--- src/rtl/ooo_rename_pkg.sv ---
`default_nettype none
//------------------------------------------------------------------------------
// Module      : ooo_rename_pkg
// Description : Shared types and constants for the rename scheduler slice.
// Revision    : 1.0 - initial release
//------------------------------------------------------------------------------

`ifndef ARCH_REG_NUM_WIDTH
`define ARCH_REG_NUM_WIDTH 5
`endif

`ifndef PHYSICAL_REG_NUM_WIDTH
`define PHYSICAL_REG_NUM_WIDTH 6
`endif

package ooo_rename_pkg;

    typedef logic [`ARCH_REG_NUM_WIDTH-1:0]     arch_reg_t;
    typedef logic [`PHYSICAL_REG_NUM_WIDTH-1:0] phy_reg_t;

    // Front-side sequencing state: running, waiting on the free list,
    // or waiting on dispatch back-pressure.
    typedef enum logic [1:0] {
        RUN       = 2'd0,
        STALL_FL  = 2'd1,
        STALL_DIS = 2'd2
    } rs_state_t;

    // Architectural x0 is hard-wired and never receives a physical register.
    localparam arch_reg_t ZERO_REG = '0;

endpackage

`default_nettype wire

--- src/rtl/rename_commit_q.sv ---
`default_nettype none
//------------------------------------------------------------------------------
// Module      : rename_commit_q
// Description : Dual-push / single-pop FIFO that serializes ROB commits onto
//               the rename file's single commit port. Registered outputs.
// Revision    : 1.0 - initial release
//------------------------------------------------------------------------------
module rename_commit_q
    import ooo_rename_pkg::*;
#(
    parameter int PHYSICAL_REG_NUM_WIDTH = `PHYSICAL_REG_NUM_WIDTH,
    parameter int COMMIT_Q_DEPTH         = 4
) (
    input  logic                              clk,
    input  logic                              reset,
    input  logic [1:0]                        push_en,
    input  logic [PHYSICAL_REG_NUM_WIDTH-1:0] push_reg0,
    input  logic [PHYSICAL_REG_NUM_WIDTH-1:0] push_reg1,
    output logic                              push_ready,
    output logic                              cm_valid,
    output logic                              cm_with_write,
    output logic [PHYSICAL_REG_NUM_WIDTH-1:0] cm_reg
);

    localparam int c_PTR_W = $clog2(COMMIT_Q_DEPTH);
    localparam int c_CNT_W = c_PTR_W + 1;

    logic [PHYSICAL_REG_NUM_WIDTH-1:0] r_mem [COMMIT_Q_DEPTH];
    logic [c_PTR_W-1:0]                r_wr_ptr;
    logic [c_PTR_W-1:0]                r_rd_ptr;
    logic [c_CNT_W-1:0]                r_count;
    logic                              r_cm_valid;
    logic                              r_cm_with_write;
    logic [PHYSICAL_REG_NUM_WIDTH-1:0] r_cm_reg;

    logic [c_CNT_W-1:0] w_free;
    logic               w_ready;
    logic               w_push0;
    logic               w_push1;
    logic               w_pop;
    logic [c_CNT_W-1:0] w_num_push;
    logic [c_PTR_W-1:0] w_wr_ptr1;

    // Room for a full two-wide commit is judged on the registered count only.
    assign w_free     = c_CNT_W'(COMMIT_Q_DEPTH) - r_count;
    assign w_ready    = (w_free >= c_CNT_W'(2));
    assign w_push0    = w_ready && push_en[0];
    assign w_push1    = w_ready && push_en[1];
    assign w_pop      = (r_count != '0);
    assign w_num_push = c_CNT_W'(w_push0) + c_CNT_W'(w_push1);
    // Slot 1 lands right behind slot 0 when both push, otherwise at the tail.
    assign w_wr_ptr1  = r_wr_ptr + c_PTR_W'(w_push0);

    assign push_ready    = w_ready;
    assign cm_valid      = r_cm_valid;
    assign cm_with_write = r_cm_with_write;
    assign cm_reg        = r_cm_reg;

    // Storage array: no reset needed, validity is tracked by the count.
    always_ff @(posedge clk) begin
        if (w_push0) begin
            r_mem[r_wr_ptr] <= push_reg0;
        end
        if (w_push1) begin
            r_mem[w_wr_ptr1] <= push_reg1;
        end
    end

    // Pointers, occupancy and the registered commit-port outputs.
    always_ff @(posedge clk or posedge reset) begin
        if (reset) begin
            r_wr_ptr        <= '0;
            r_rd_ptr        <= '0;
            r_count         <= '0;
            r_cm_valid      <= 1'b0;
            r_cm_with_write <= 1'b0;
            r_cm_reg        <= '0;
        end else begin
            r_wr_ptr        <= r_wr_ptr + c_PTR_W'(w_num_push);
            r_rd_ptr        <= r_rd_ptr + c_PTR_W'(w_pop);
            r_count         <= r_count + w_num_push - c_CNT_W'(w_pop);
            r_cm_valid      <= w_pop;
            r_cm_with_write <= w_pop;
            if (w_pop) begin
                r_cm_reg <= r_mem[r_rd_ptr];
            end
        end
    end

    // A push into a full queue would silently overwrite the oldest entry.
    always @(posedge clk) begin
        if (!reset) begin
            a_no_overflow: assert (!((r_count == c_CNT_W'(COMMIT_Q_DEPTH)) && (w_push0 || w_push1)));
        end
    end

endmodule

`default_nettype wire

--- src/rtl/rename_sched.sv ---
`default_nettype none
//------------------------------------------------------------------------------
// Module      : rename_sched
// Description : Sequences rename requests between decode and dispatch, and
//               serializes two-wide ROB commits onto the rename commit port.
// Revision    : 1.0 - initial release
//------------------------------------------------------------------------------
module rename_sched
    import ooo_rename_pkg::*;
#(
    parameter int ARCH_REG_NUM_WIDTH     = `ARCH_REG_NUM_WIDTH,
    parameter int PHYSICAL_REG_NUM_WIDTH = `PHYSICAL_REG_NUM_WIDTH,
    parameter int COMMIT_Q_DEPTH         = 4,
    parameter int STALL_CNT_WIDTH        = 16
) (
    input  logic                                clk,
    input  logic                                reset,
    input  logic                                flush,
    // decode side
    input  logic                                dec_valid,
    output logic                                dec_ready,
    input  logic [ARCH_REG_NUM_WIDTH-1:0]       dec_rs1,
    input  logic [ARCH_REG_NUM_WIDTH-1:0]       dec_rs2,
    input  logic [ARCH_REG_NUM_WIDTH-1:0]       dec_rd,
    input  logic                                dec_regwrite,
    // rename file
    output logic [ARCH_REG_NUM_WIDTH-1:0]       rf_read1,
    output logic [ARCH_REG_NUM_WIDTH-1:0]       rf_read2,
    output logic [ARCH_REG_NUM_WIDTH-1:0]       rf_write,
    output logic                                rf_regwrite,
    input  logic [PHYSICAL_REG_NUM_WIDTH-1:0]   rf_prs1,
    input  logic [PHYSICAL_REG_NUM_WIDTH-1:0]   rf_prs2,
    input  logic [PHYSICAL_REG_NUM_WIDTH-1:0]   rf_prd,
    input  logic                                rf_valid,
    // dispatch side
    output logic                                dis_valid,
    input  logic                                dis_ready,
    output logic [PHYSICAL_REG_NUM_WIDTH-1:0]   dis_prs1,
    output logic [PHYSICAL_REG_NUM_WIDTH-1:0]   dis_prs2,
    output logic [PHYSICAL_REG_NUM_WIDTH-1:0]   dis_prd,
    output logic                                dis_regwrite,
    // ROB commit side
    input  logic [1:0]                          rob_cm_valid,
    input  logic [1:0]                          rob_cm_with_write,
    input  logic [2*PHYSICAL_REG_NUM_WIDTH-1:0] rob_cm_reg,
    output logic                                rob_cm_ready,
    output logic                                cm_valid,
    output logic                                cm_with_write,
    output logic [PHYSICAL_REG_NUM_WIDTH-1:0]   cm_reg,
    output logic [STALL_CNT_WIDTH-1:0]          stall_cnt
);

    logic                              r_dis_valid;
    logic [PHYSICAL_REG_NUM_WIDTH-1:0] r_dis_prs1;
    logic [PHYSICAL_REG_NUM_WIDTH-1:0] r_dis_prs2;
    logic [PHYSICAL_REG_NUM_WIDTH-1:0] r_dis_prd;
    logic                              r_dis_regwrite;
    rs_state_t                         r_state;
    logic [STALL_CNT_WIDTH-1:0]        r_stall_cnt;

    logic w_write;
    logic w_slot_free;
    logic w_can_fire;
    logic w_fire;

    // x0 destinations look like non-writes so they never consume a free reg.
    assign w_write     = dec_regwrite && (dec_rd != ARCH_REG_NUM_WIDTH'(ZERO_REG));
    assign w_slot_free = !r_dis_valid || dis_ready;
    assign w_can_fire  = w_slot_free && (!w_write || rf_valid) && !flush;
    assign w_fire      = dec_valid && w_can_fire;

    assign dec_ready   = w_can_fire;
    // The rename file pops its free list on this strobe, so it is fire-gated.
    assign rf_regwrite = w_fire && w_write;
    assign rf_read1    = dec_rs1;
    assign rf_read2    = dec_rs2;
    assign rf_write    = dec_rd;

    assign dis_valid    = r_dis_valid;
    assign dis_prs1     = r_dis_prs1;
    assign dis_prs2     = r_dis_prs2;
    assign dis_prd      = r_dis_prd;
    assign dis_regwrite = r_dis_regwrite;
    assign stall_cnt    = r_stall_cnt;

    // Dispatch output register: load on fire, drop when drained or flushed.
    always_ff @(posedge clk or posedge reset) begin
        if (reset) begin
            r_dis_valid    <= 1'b0;
            r_dis_prs1     <= '0;
            r_dis_prs2     <= '0;
            r_dis_prd      <= '0;
            r_dis_regwrite <= 1'b0;
        end else if (flush) begin
            r_dis_valid <= 1'b0;
        end else if (w_fire) begin
            r_dis_valid    <= 1'b1;
            r_dis_prs1     <= rf_prs1;
            r_dis_prs2     <= rf_prs2;
            r_dis_prd      <= rf_prd;
            r_dis_regwrite <= w_write;
        end else if (w_slot_free) begin
            r_dis_valid <= 1'b0;
        end
    end

    // Stall FSM with its saturating residency counter.
    always_ff @(posedge clk or posedge reset) begin
        if (reset) begin
            r_state     <= RUN;
            r_stall_cnt <= '0;
        end else begin
            if ((r_state != RUN) && (r_stall_cnt != {STALL_CNT_WIDTH{1'b1}})) begin
                r_stall_cnt <= r_stall_cnt + STALL_CNT_WIDTH'(1);
            end
            if (flush || w_fire) begin
                r_state <= RUN;
            end else if (dec_valid) begin
                case (r_state)
                    RUN: begin
                        if (w_write && !rf_valid) begin
                            r_state <= STALL_FL;
                        end else if (!w_slot_free) begin
                            r_state <= STALL_DIS;
                        end
                    end
                    STALL_FL: begin
                        if (rf_valid) begin
                            r_state <= RUN;
                        end
                    end
                    STALL_DIS: begin
                        if (dis_ready) begin
                            r_state <= RUN;
                        end
                    end
                    default: r_state <= RUN;
                endcase
            end
        end
    end

    rename_commit_q #(
        .PHYSICAL_REG_NUM_WIDTH (PHYSICAL_REG_NUM_WIDTH),
        .COMMIT_Q_DEPTH         (COMMIT_Q_DEPTH)
    ) u_commit_q (
        .clk           (clk),
        .reset         (reset),
        .push_en       (rob_cm_valid & rob_cm_with_write),
        .push_reg0     (rob_cm_reg[PHYSICAL_REG_NUM_WIDTH-1:0]),
        .push_reg1     (rob_cm_reg[2*PHYSICAL_REG_NUM_WIDTH-1:PHYSICAL_REG_NUM_WIDTH]),
        .push_ready    (rob_cm_ready),
        .cm_valid      (cm_valid),
        .cm_with_write (cm_with_write),
        .cm_reg        (cm_reg)
    );

endmodule

`default_nettype wire

--- config.mk ---
export PLATFORM = sky130hd
export DESIGN_NAME = rename_sched
export DESIGN_NICKNAME = d
export VERILOG_FILES = /design/src/rtl/ooo_rename_pkg.sv /design/src/rtl/rename_commit_q.sv /design/src/rtl/rename_sched.sv
export SDC_FILE = /design/constraint.sdc
export NUM_CORES = 1
export LEC_CHECK = 0
export ABC_AREA = 1
export CAP_MARGIN = 30
export CORE_UTILIZATION = 34
export DETAILED_ROUTE_END_ITERATION = 10
export DONT_BUFFER_PORTS = 1
export PLACE_DENSITY_LB_ADDON = 0.05
export SYNTH_ARGS = -nofsm -noshare
export SYNTH_HDL_FRONTEND = slang
export SYNTH_SLANG_ARGS = --single-unit
--- constraint.sdc ---
create_clock -name clk -period 2.4 [get_ports clk]
set_input_delay 0.72 -clock clk [delete_from_list [all_inputs] [get_ports clk]]
set_output_delay 0.72 -clock clk [all_outputs]
set_load 0.02 [all_outputs]
==> results of run 1 <==
-- layer usage --
metal  track usage, %  up-vias
met5                0        -
met4             4.38        0
met3             6.82        7
met2             24.8       84
met1             17.5     1256
li1                 -     1428
-- synth_stat cells (7+ instances only) --
cell type	n
sky130_fd_sc_hd__o21ai_0	22
sky130_fd_sc_hd__nand3_1	12
sky130_fd_sc_hd__xor2_1	9
sky130_fd_sc_hd__clkbuf_1	7
sky130_fd_sc_hd__nand2_1	103
sky130_fd_sc_hd__edfxtp_1	24
sky130_fd_sc_hd__dfrtp_1	52
sky130_fd_sc_hd__inv_1	56
sky130_fd_sc_hd__nor2_1	53
sky130_fd_sc_hd__xnor2_1	7
sky130_fd_sc_hd__ha_1	11
sky130_fd_sc_hd__o21ai_1	43
sky130_fd_sc_hd__buf_4	17
-- per-stage QoR --
step | util, % | setup slack, ns | cells
finish | 39.8 | 0.166 | 595
global route | 39.8 | 0.0133 | 595
CTS | 39.6 | 0.0490 | 595
detailed placement | 36.7 | 0.0631 | 579
global placement | 36.7 | 0.0928 | 579
floorplan | - | 0.00418 | 456
-- where the power goes --
group / internal, mW / switching (mW)
Sequential: 1.71 / 0.457
Clock: 0.910 / 0.528
Combinational: 0.539 / 0.773
-- area by class of cell --
type | instances | area [um2]
Fill cell | 1115 | 6640
Sequential cell | 76 | 2020
Multi-Input combinational cell | 291 | 1510
Clock buffer | 10 | 229
Inverter | 58 | 220
Tap cell | 140 | 175
Timing Repair Buffer | 14 | 143
Clock inverter | 6 | 88.8
-- worst max-delay path by stage --
| stage | endpoint | depth (start not counted) |
|---|---|---|
| global route | u_commit_q.r_mem[3][0] | 12 |
| detailed placement | u_commit_q.r_count[2] | 12 |
| floorplan | u_commit_q.r_count[2] | 12 |
| finish | u_commit_q.r_count[2] | 11 |
| global placement | u_commit_q.r_count[2] | 12 |
| CTS | u_commit_q.r_mem[0][2] | 12 |
-- critical path, stage by stage (launching register included) --
cell	delay (ns)
sky130_fd_sc_hd__dfrtp_1	0.36
sky130_fd_sc_hd__inv_2	0.05
sky130_fd_sc_hd__ha_2	0.16
sky130_fd_sc_hd__ha_1	0.27
sky130_fd_sc_hd__nand2_2	0.09
sky130_fd_sc_hd__and3_4	0.19
sky130_fd_sc_hd__ha_1	0.14
sky130_fd_sc_hd__inv_1	0.05
sky130_fd_sc_hd__ha_1	0.27
sky130_fd_sc_hd__inv_1	0.05
sky130_fd_sc_hd__fa_2	0.38
sky130_fd_sc_hd__xnor2_1	0.12
-- what timing repair did --
item	4_1_cts	5_1_grt
endpoints found under the setup margin	0	49
setup buffers	0	0
gates resized for setup	0	8
-- cells by family after synthesis --
logic type                 share of synthesized area (%)
adders and majority gates                           4.03
buffers and inverters                               10.6
AOI/OAI and AO/OA                                   10.3
and+or+nand+nor                                     19.8
DFF                                                 51.7
xor gates and xnor gates                            3.58
==> results.cfg, run 1 <==
[outcome]
outcome = complete, no violations

[drt]
drt-met1-wl_mm = 3.53
route.top_layer_used = met4
dr_wl_cell_um = 13.9
drt_first_iter_violations = 87
ant_nets = 0
remaining_drc_errors = 0
wl_met3_um = 613
total_detailed_routing_wirelength_mm = 8.24
met2_wirelength_mm = 4.00
route.detailed.vias_per_inst = 4.66
dr_total_vias = 2775
drt-pass1-iter-count = 5

[floorplanning]
die_outline_area_um2 = 11900
num_rows = 38
dieWidth_um = 109
floorplan.initialDensity_pct = 35.5
io_pins = 118
die_height_um = 109
core_region_area_um2 = 11000

[clock_network]
clockBufferDepth = 2
cts-root-buf = sky130_fd_sc_hd__clkbuf_16
clock_tree_from_tritoncts = yes
cts_sinks = 76
cts-buffers-inserted = 9
postCtsHoldBufs = 0
htreeDepth = 3
clock_transition_at_the_registers_of_the_reported_paths_ns = 0.06
insertion_delay_ns = 0.33

[critical_path]
setup.worst_path.class = reg -> reg
r2r-start = u_commit_q.r_count[1]
setup.worst_path.start = u_commit_q.r_count[1]
critical_path_required_ns = 2.62
regToRegEndpoint = u_commit_q.r_count[2]
timing.critical_path.to_type = flop
worst-r2r-cell-count = 11
timing.critical_path.fanout_max = 3
worst_ep_arrival_time_ns = 2.45
worst_setup_path_start_kind = flop
rrSetupSlack_ns = 0.17

[placement]
dp_hpwl_mm = 6.04
global_placer_s_final_weighted_congestion = 0.785
io_buffers = 0
placed_area_um2 = 4050

[finish]
area_growth_syn_to_layout_pct = 12.1
finish.instance_area_um2 = 4390
largest_reg_flops = 24
layout_commonest_cell = sky130_fd_sc_hd__nand2_1
largest_reg_by_ff_count = u_commit_q.r_mem
fin_nets = 518
num_antenna_cells = 0
final_layout_size_suffix_gt1_share_pct = 12.1
mostFrequentLayoutCells = sky130_fd_sc_hd__nand2_1, sky130_fd_sc_hd__nor2_1, sky130_fd_sc_hd__inv_1, sky130_fd_sc_hd__dfrtp_1, sky130_fd_sc_hd__o21ai_1

[min_path]
hold_path.class = in -> async

[synth]
postSynthNetCount = 524
ys_ff_latch = 76
post_synth_main_area_contributors = sky130_fd_sc_hd__dfrtp_1, sky130_fd_sc_hd__edfxtp_1, sky130_fd_sc_hd__nand2_1, sky130_fd_sc_hd__o21ai_1, sky130_fd_sc_hd__inv_1
ys_warns = 0
sequential_element_share_of_the_synthesized_area_pct = 51.7
synth_async_sr_flop_share_pct = 68.4
netlist_instances = 456
post_synth_instance_area_um2 = 3910
yosysTopAreaCell = sky130_fd_sc_hd__dfrtp_1
synth_enable_flop_cells = 24
synthesized_area_per_cell_um2 = 8.58
synth_top_area_share_pct = 33.2
netlist-cell-type-count = 32
synth-main-ff-cell = sky130_fd_sc_hd__dfrtp_1

[global_routing]
grt_pass1_vias = 2724
number_of_antenna_violations_at_the_first_check_in_global_routing = 0
grt_first_pass_wirelength_mm = 13.4
grt_max_degree = 53
grt_overflow_total = 0
grt_util_all_layers_pct = 15.0

[sta]
setup_total_negative_slack_ns = 0
timing.final.max_slew_violations = 0
finalCritPeriodShare_pct = 93.1
hold_slack_ns = 0.325
worst-slew-pin-transition_ns = 0.509
fmax_ghz = 0.448
unrepaired_setup_endpoints_after_global_routing = no
hold_viol_final = 0
report.final.setup_viol = 0
timing.slew.headroom_pct = 66.1
post-route-min-period_ns = 2.23
worst_clock_skew_ns = 0.00514

[pwr]
power.ir.vdd_worst_mv = 0.558
p_leak_nw = 1.99
powerDensity_nw_per_um2 = 1120
fin_total_pwr_mw = 4.92

[job]
cap_viol_max_count = 0
No activity file was read; power rests on OpenSTA's default activity.
==> run 2: changes to the inputs <==
==> constraint.sdc (replaced) <==
create_clock -name clk -period 2.4 [get_ports clk]
set_input_delay 0.48 -clock clk [delete_from_list [all_inputs] [get_ports clk]]
set_output_delay 0.48 -clock clk [all_outputs]
set_load 0.02 [all_outputs]
==> run 2 against run 1 <==
Register-to-register slack lost 0.04 ns. Maximum frequency decreased by 1.8%. Worst setup slack lost 0.042 ns. Highest routed layer unchanged. Non-clock buffer count is 1 higher. Die area stayed put. Largest cell class unchanged. Sequential share of layout area is 0.16 points higher. First-iteration DRC count grew 34%. Global-route usage down 0.39 points. Power shrank 0.31%. Critical path depth is the same.
==> results.cfg, run 2 (synthesis gave the netlist of run 1 again) <==
[clock_network]
cts-buffers-inserted = 9
insertion_delay_ns = 0.33
post-cts-setup-buffers = 0
cts-root-buf = sky130_fd_sc_hd__clkbuf_16
clockBufferDepth = 2
postCtsHoldBufs = 0
clock_transition_at_the_registers_of_the_reported_paths_ns = 0.06
cts_sinks = 76
clock_tree_from_tritoncts = yes
htreeDepth = 3

[finish]
finish.instance_area_um2 = 4370
fin_nets = 519
layout_commonest_cell = sky130_fd_sc_hd__nand2_1
largest_reg_flops = 24
largest_reg_by_ff_count = u_commit_q.r_mem
area_growth_syn_to_layout_pct = 11.7
num_antenna_cells = 0
final_layout_size_suffix_gt1_share_pct = 11.6
mostFrequentLayoutCells = sky130_fd_sc_hd__nand2_1, sky130_fd_sc_hd__inv_1, sky130_fd_sc_hd__nor2_1, sky130_fd_sc_hd__dfrtp_1, sky130_fd_sc_hd__o21ai_1
final_core_util_pct = 39.6

[sta]
fmax_ghz = 0.439
report.final.setup_viol = 0
setup_total_negative_slack_ns = 0
finalCritPeriodShare_pct = 94.8
post-route-min-period_ns = 2.28
timing.final.max_slew_violations = 0
worst_clock_skew_ns = 0.00533
unrepaired_setup_endpoints_after_global_routing = no
timing.slew.headroom_pct = 67.1
worst-slew-pin-transition_ns = 0.494
hold_viol_final = 0

[outcome]
outcome = complete, no violations

[floorplanning]
num_rows = 38
floorplan.initialDensity_pct = 35.5
die_outline_area_um2 = 11900
dieWidth_um = 109
io_pins = 118
core_region_area_um2 = 11000
die_height_um = 109

[critical_path]
slowest_stage = sky130_fd_sc_hd__fa_2
cpMostUsedCell = sky130_fd_sc_hd__ha_1
critPathMaxStageDelay_ns = 0.38
worst_ep_arrival_time_ns = 2.49
timing.critical_path.fanout_max = 3
timing.critical_path.cells = inv_2, ha_1, ha_1, nand2_2, and3_4, ha_1, inv_1, ha_1, inv_1, fa_2, xnor2_1
critical_path.n_buffers_inverters = 3
critical_path_required_ns = 2.62
cp_top_family = adder cells
worst_setup_path_start_kind = flop
setup.worst_path.class = reg -> reg
timing.critical_path.to_type = flop

[pwr]
combPwrFrac_pct = 26.7
clockPowerShare_pct = 29.1
powerDensity_nw_per_um2 = 1120
p_leak_nw = 2.00
swShare_pct = 35.7
netSwitchingPower_mw = 1.75
p_int_mw = 3.15
power.ir.vdd_worst_mv = 0.362
sequentialPowerShare_pct = 44.2

[global_routing]
grt_max_degree = 44
grt_pass1_vias = 2698
number_of_antenna_violations_at_the_first_check_in_global_routing = 0
grt_util_all_layers_pct = 14.6
grt_first_pass_wirelength_mm = 13.0
grt_overflow_total = 0

[drt]
drt-met1-wl_mm = 3.59
drt_first_iter_violations = 117
route.detailed.vias_per_inst = 4.66
dr_wl_cell_um = 13.7
ant_nets = 0
wl_met3_um = 547
drt-pass1-iter-count = 4
route.top_layer_used = met4
dr_total_vias = 2775
remaining_drc_errors = 0
met2_wirelength_mm = 3.87
total_detailed_routing_wirelength_mm = 8.16

[placement]
global_placer_s_final_weighted_congestion = 0.767
dp_hpwl_mm = 6.08
placed_area_um2 = 4040
io_buffers = 0

[job]
cap_viol_max_count = 0

[min_path]
hold_path.class = in -> async
[run 2: worst register-to-register path: stages, from the launching register on]
cell	delay (ns)
sky130_fd_sc_hd__dfrtp_1	0.34
sky130_fd_sc_hd__inv_2	0.05
sky130_fd_sc_hd__ha_1	0.19
sky130_fd_sc_hd__ha_1	0.28
sky130_fd_sc_hd__nand2_2	0.09
sky130_fd_sc_hd__and3_4	0.19
sky130_fd_sc_hd__ha_1	0.14
sky130_fd_sc_hd__inv_1	0.06
sky130_fd_sc_hd__ha_1	0.27
sky130_fd_sc_hd__inv_1	0.06
sky130_fd_sc_hd__fa_2	0.38
sky130_fd_sc_hd__xnor2_1	0.13
[run 2: power by group through the flow]
| stage | Combinational (mW) | Clock [mW] | Sequential, mW |
|---|---|---|---|
| CTS | 1.31 | 1.48 | 2.18 |
| floorplan | 1.05 | 0 | 2.08 |
| detailed placement | 1.30 | 0 | 2.20 |
| global route | 1.51 | 1.53 | 2.22 |
| global placement | 1.29 | 0 | 2.20 |
| finish | 1.31 | 1.43 | 2.17 |
[run 2: final timing paths]
path,start,endpoint,slack [ns],depth (start not counted)
worst max-delay path,u_commit_q.r_count[0],u_commit_q.r_count[2],0.12,11
worst max register to register,u_commit_q.r_count[0],u_commit_q.r_count[2],0.12,11
max in group asynchronous,reset,stall_cnt[14],1.76,2
worst min-delay path,reset,u_commit_q.cm_reg[0],0.005,1
worst min register to register,u_commit_q.r_mem[1][1],u_commit_q.cm_reg[1],0.55,2
min in group clk,rf_prs2[2],dis_prs2[2],0.28,2
[run 2: cell type report]
| class | instances | area (um2) |
|---|---|---|
| tap | 140 | 175 |
| timing repair buffer | 15 | 138 |
| clock inverter | 5 | 77.6 |
| fill | 1113 | 6660 |
| clock buffer | 11 | 233 |
| inverter | 58 | 220 |
| multi-input combinational | 291 | 1510 |
| sequential | 76 | 2020 |
[run 2: what timing repair did]
action | CTS | global route
gates resized for setup | 0 | 6
setup endpoints to repair | 0 | 46
endpoints found under the hold margin | 0 | 0
[run 2: metrics by stage]
step / setup WS [ns] / hold slack [ns] / total power [mW] / std cells
3_3_place_gp: 0.0932 / 0.361 / 3.49 / 580
3_5_place_dp: 0.0505 / 0.372 / 3.50 / 580
6_report: 0.124 / 0.00513 / 4.90 / 596
4_1_cts: 0.0467 / 0.00540 / 4.97 / 596
5_1_grt: 0.0138 / 0.0314 / 5.26 / 596
2_1_floorplan: 0.00418 / 0.498 / 3.13 / 456
[run 2: layer usage]
layer | GRT usage, % | vias up
met5 | 0 | -
li1 | - | 1431
met2 | 24.0 | 73
met3 | 4.51 | 9
met1 | 17.0 | 1262
met4 | 8.29 | 0
==> run 3: changes to the inputs <==
clock period = 2.6 ns   (was 2.4 ns; I/O delays follow)
==> run 3 against run 2 <==
Count of clock-buffer cells in the layout is 2 lower. First-iteration DRC count is 11% lower. Worst setup slack better by 0.021 ns. Critical path type unchanged. Clock power is 12% lower. Core utilization is 0.57 points lower. Combinational power is 12% lower. Via count is 0.36% higher. Critical path depth is 1 higher. Register-to-register slack better by 0.02 ns. Maximum frequency is 7.3% lower. Design area is 1.4% lower.
==> results.cfg, run 3 (synthesis gave the netlist of run 1 again) <==
[finish]
layout_commonest_cell = sky130_fd_sc_hd__nand2_1
finalNonFillerCells = 595
area_growth_syn_to_layout_pct = 10.1
final_layout_size_suffix_gt1_share_pct = 10.1
largest_reg_flops = 24
mostFrequentLayoutCells = sky130_fd_sc_hd__nand2_1, sky130_fd_sc_hd__inv_1, sky130_fd_sc_hd__nor2_1, sky130_fd_sc_hd__dfrtp_1, sky130_fd_sc_hd__o21ai_1
largest_reg_by_ff_count = u_commit_q.r_mem
num_antenna_cells = 0
finish.instance_area_um2 = 4310
fin_nets = 518

[clock_network]
clock_transition_at_the_registers_of_the_reported_paths_ns = 0.06
htreeDepth = 3
cts_sinks = 76
clock_tree_from_tritoncts = yes
cts-root-buf = sky130_fd_sc_hd__clkbuf_16
cts-buffers-inserted = 9
clockBufferDepth = 2
insertion_delay_ns = 0.34

[pwr]
powerDensity_nw_per_um2 = 1020
p_leak_nw = 1.96
power.ir.vdd_worst_mv = 0.461

[placement]
global_placer_s_final_weighted_congestion = 0.732
dp_hpwl_mm = 6.21
detailedPlace.worstSlack_ns = 0.0829
io_buffers = 0
dpl.cell_count = 578
placed_area_um2 = 3990

[floorplanning]
dieWidth_um = 109
core_region_area_um2 = 11000
io_pins = 118
die_outline_area_um2 = 11900
num_rows = 38
die_height_um = 109
floorplan.initialDensity_pct = 35.5

[min_path]
hold_path.class = in -> reg

[sta]
timing.final.max_slew_violations = 0
worst_clock_skew_ns = 0.00940
hold_viol_final = 0
post-route-min-period_ns = 2.45
report.final.setup_viol = 0
timing.slew.headroom_pct = 70.6
worst_slack_ns = 0.146
worst-slew-pin-transition_ns = 0.441
fmax_ghz = 0.407
finalCritPeriodShare_pct = 94.4

[global_routing]
grt_overflow_total = 0
grt_util_all_layers_pct = 15.0
number_of_antenna_violations_at_the_first_check_in_global_routing = 0
grt_first_pass_wirelength_mm = 13.4
grt_max_degree = 44
grt_pass1_vias = 2707

[drt]
drt_first_iter_violations = 104
remaining_drc_errors = 0
ant_nets = 0
total_detailed_routing_wirelength_mm = 8.23
dr_total_vias = 2785
dr_wl_cell_um = 13.8
route.detailed.vias_per_inst = 4.68
drt-pass1-iter-count = 4

[job]
cap_viol_max_count = 0

[critical_path]
setup.worst_path.class = reg -> reg
timing.critical_path.to_type = flop
critical_path_required_ns = 2.82
critPathMaxStageDelay_ns = 0.43
worst_ep_arrival_time_ns = 2.67
rrSetupSlack_ns = 0.15
regToRegEndpoint = u_commit_q.r_count[2]
worst-r2r-cell-count = 12
worst_setup_path_start_kind = flop
r2r-start = u_commit_q.r_count[1]
setup.worst_path.start = u_commit_q.r_count[1]
timing.critical_path.cells = inv_1, ha_1, ha_1, nand2_1, nand3_1, inv_1, ha_1, inv_1, ha_1, inv_1, fa_1, xnor2_1
slowest_stage = sky130_fd_sc_hd__fa_1
timing.critical_path.fanout_max = 3
crit_path_end = u_commit_q.r_count[2]

[outcome]
outcome = complete, no violations
## run 3: cell count changes in the layout (fill, tap and decap cells not counted), sizes merged, moves of 2 or more
| cell | change |
|---|---|
| buf | -2 |
| clkbuf | -2 |
| clkinvlp | +2 |
| inv | +2 |
## run 3: worst max-delay path: cells and delay by family, from the launching register on
family | cells | cell delay [ns]
adder cells (fa/ha/maj) | 5 | 1.30
XOR/XNOR | 1 | 0.14
AND/OR/NAND/NOR | 2 | 0.25
buffers and inverters | 4 | 0.31
flip-flops | 1 | 0.35
## run 3: area by class of cell
| type | instances | area [um2] |
|---|---|---|
| Sequential cell | 76 | 2020 |
| Fill cell | 1119 | 6720 |
| Clock inverter | 7 | 73.8 |
| Clock buffer | 9 | 225 |
| Multi-Input combinational cell | 291 | 1490 |
| Tap cell | 140 | 175 |
| Timing Repair Buffer | 14 | 108 |
| Inverter | 58 | 220 |
## run 3: report_power, final
part,switching [mW],leakage [nW],internal (mW)
clock,0.513,0.136,0.746
sequential,0.411,0.874,1.58
combinational,0.700,0.953,0.451
## run 3: stage by stage
| step | TNS, ns | util (%) | power [mW] | hold slack [ns] |
|---|---|---|---|---|
| 6_report | 0 | 39.1 | 4.40 | 0.309 |
| 5_1_grt | -0.0711 | 39.1 | 4.76 | 0.303 |
| 4_1_cts | 0 | 39.0 | 4.47 | 0.297 |
| 3_5_place_dp | 0 | 36.2 | 3.19 | 0.337 |
| 3_3_place_gp | 0 | 36.2 | 3.15 | 0.333 |
| 2_1_floorplan | 0 | - | 2.87 | 0.498 |
## run 3: routing by layer
layer | track usage [%] | wire [um] | up-vias
met2 | 23.7 | 3970 | 72
li1 | - | - | 1438
met3 | 4.86 | 494 | 13
met4 | 7.81 | 146 | 0
met1 | 18.3 | 3620 | 1262
met5 | 0 | 0 | -
## run 3: how the worst min path moves through the flow
stage	start	to	slack (ns)	cells past startpoint
6_report	rf_prd[2]	dis_prd[2]	0.31	2
4_1_cts	rf_prs1[5]	dis_prs1[5]	0.30	2
2_1_floorplan	r_state[1]	r_state[1]	0.50	2
5_1_grt	rf_prs1[5]	dis_prs1[5]	0.30	2
3_5_place_dp	reset	u_commit_q.cm_reg[2]	0.34	1
3_3_place_gp	reset	u_commit_q.cm_valid	0.33	1
## run 3: timing repair
action                                  in CTS  in global routing
resized for setup                            0                  5
endpoints found under the setup margin       0                 13
buffers inserted                             0                  0
hold buffers                                 1                  0
hold endpoints to repair                     9                  0
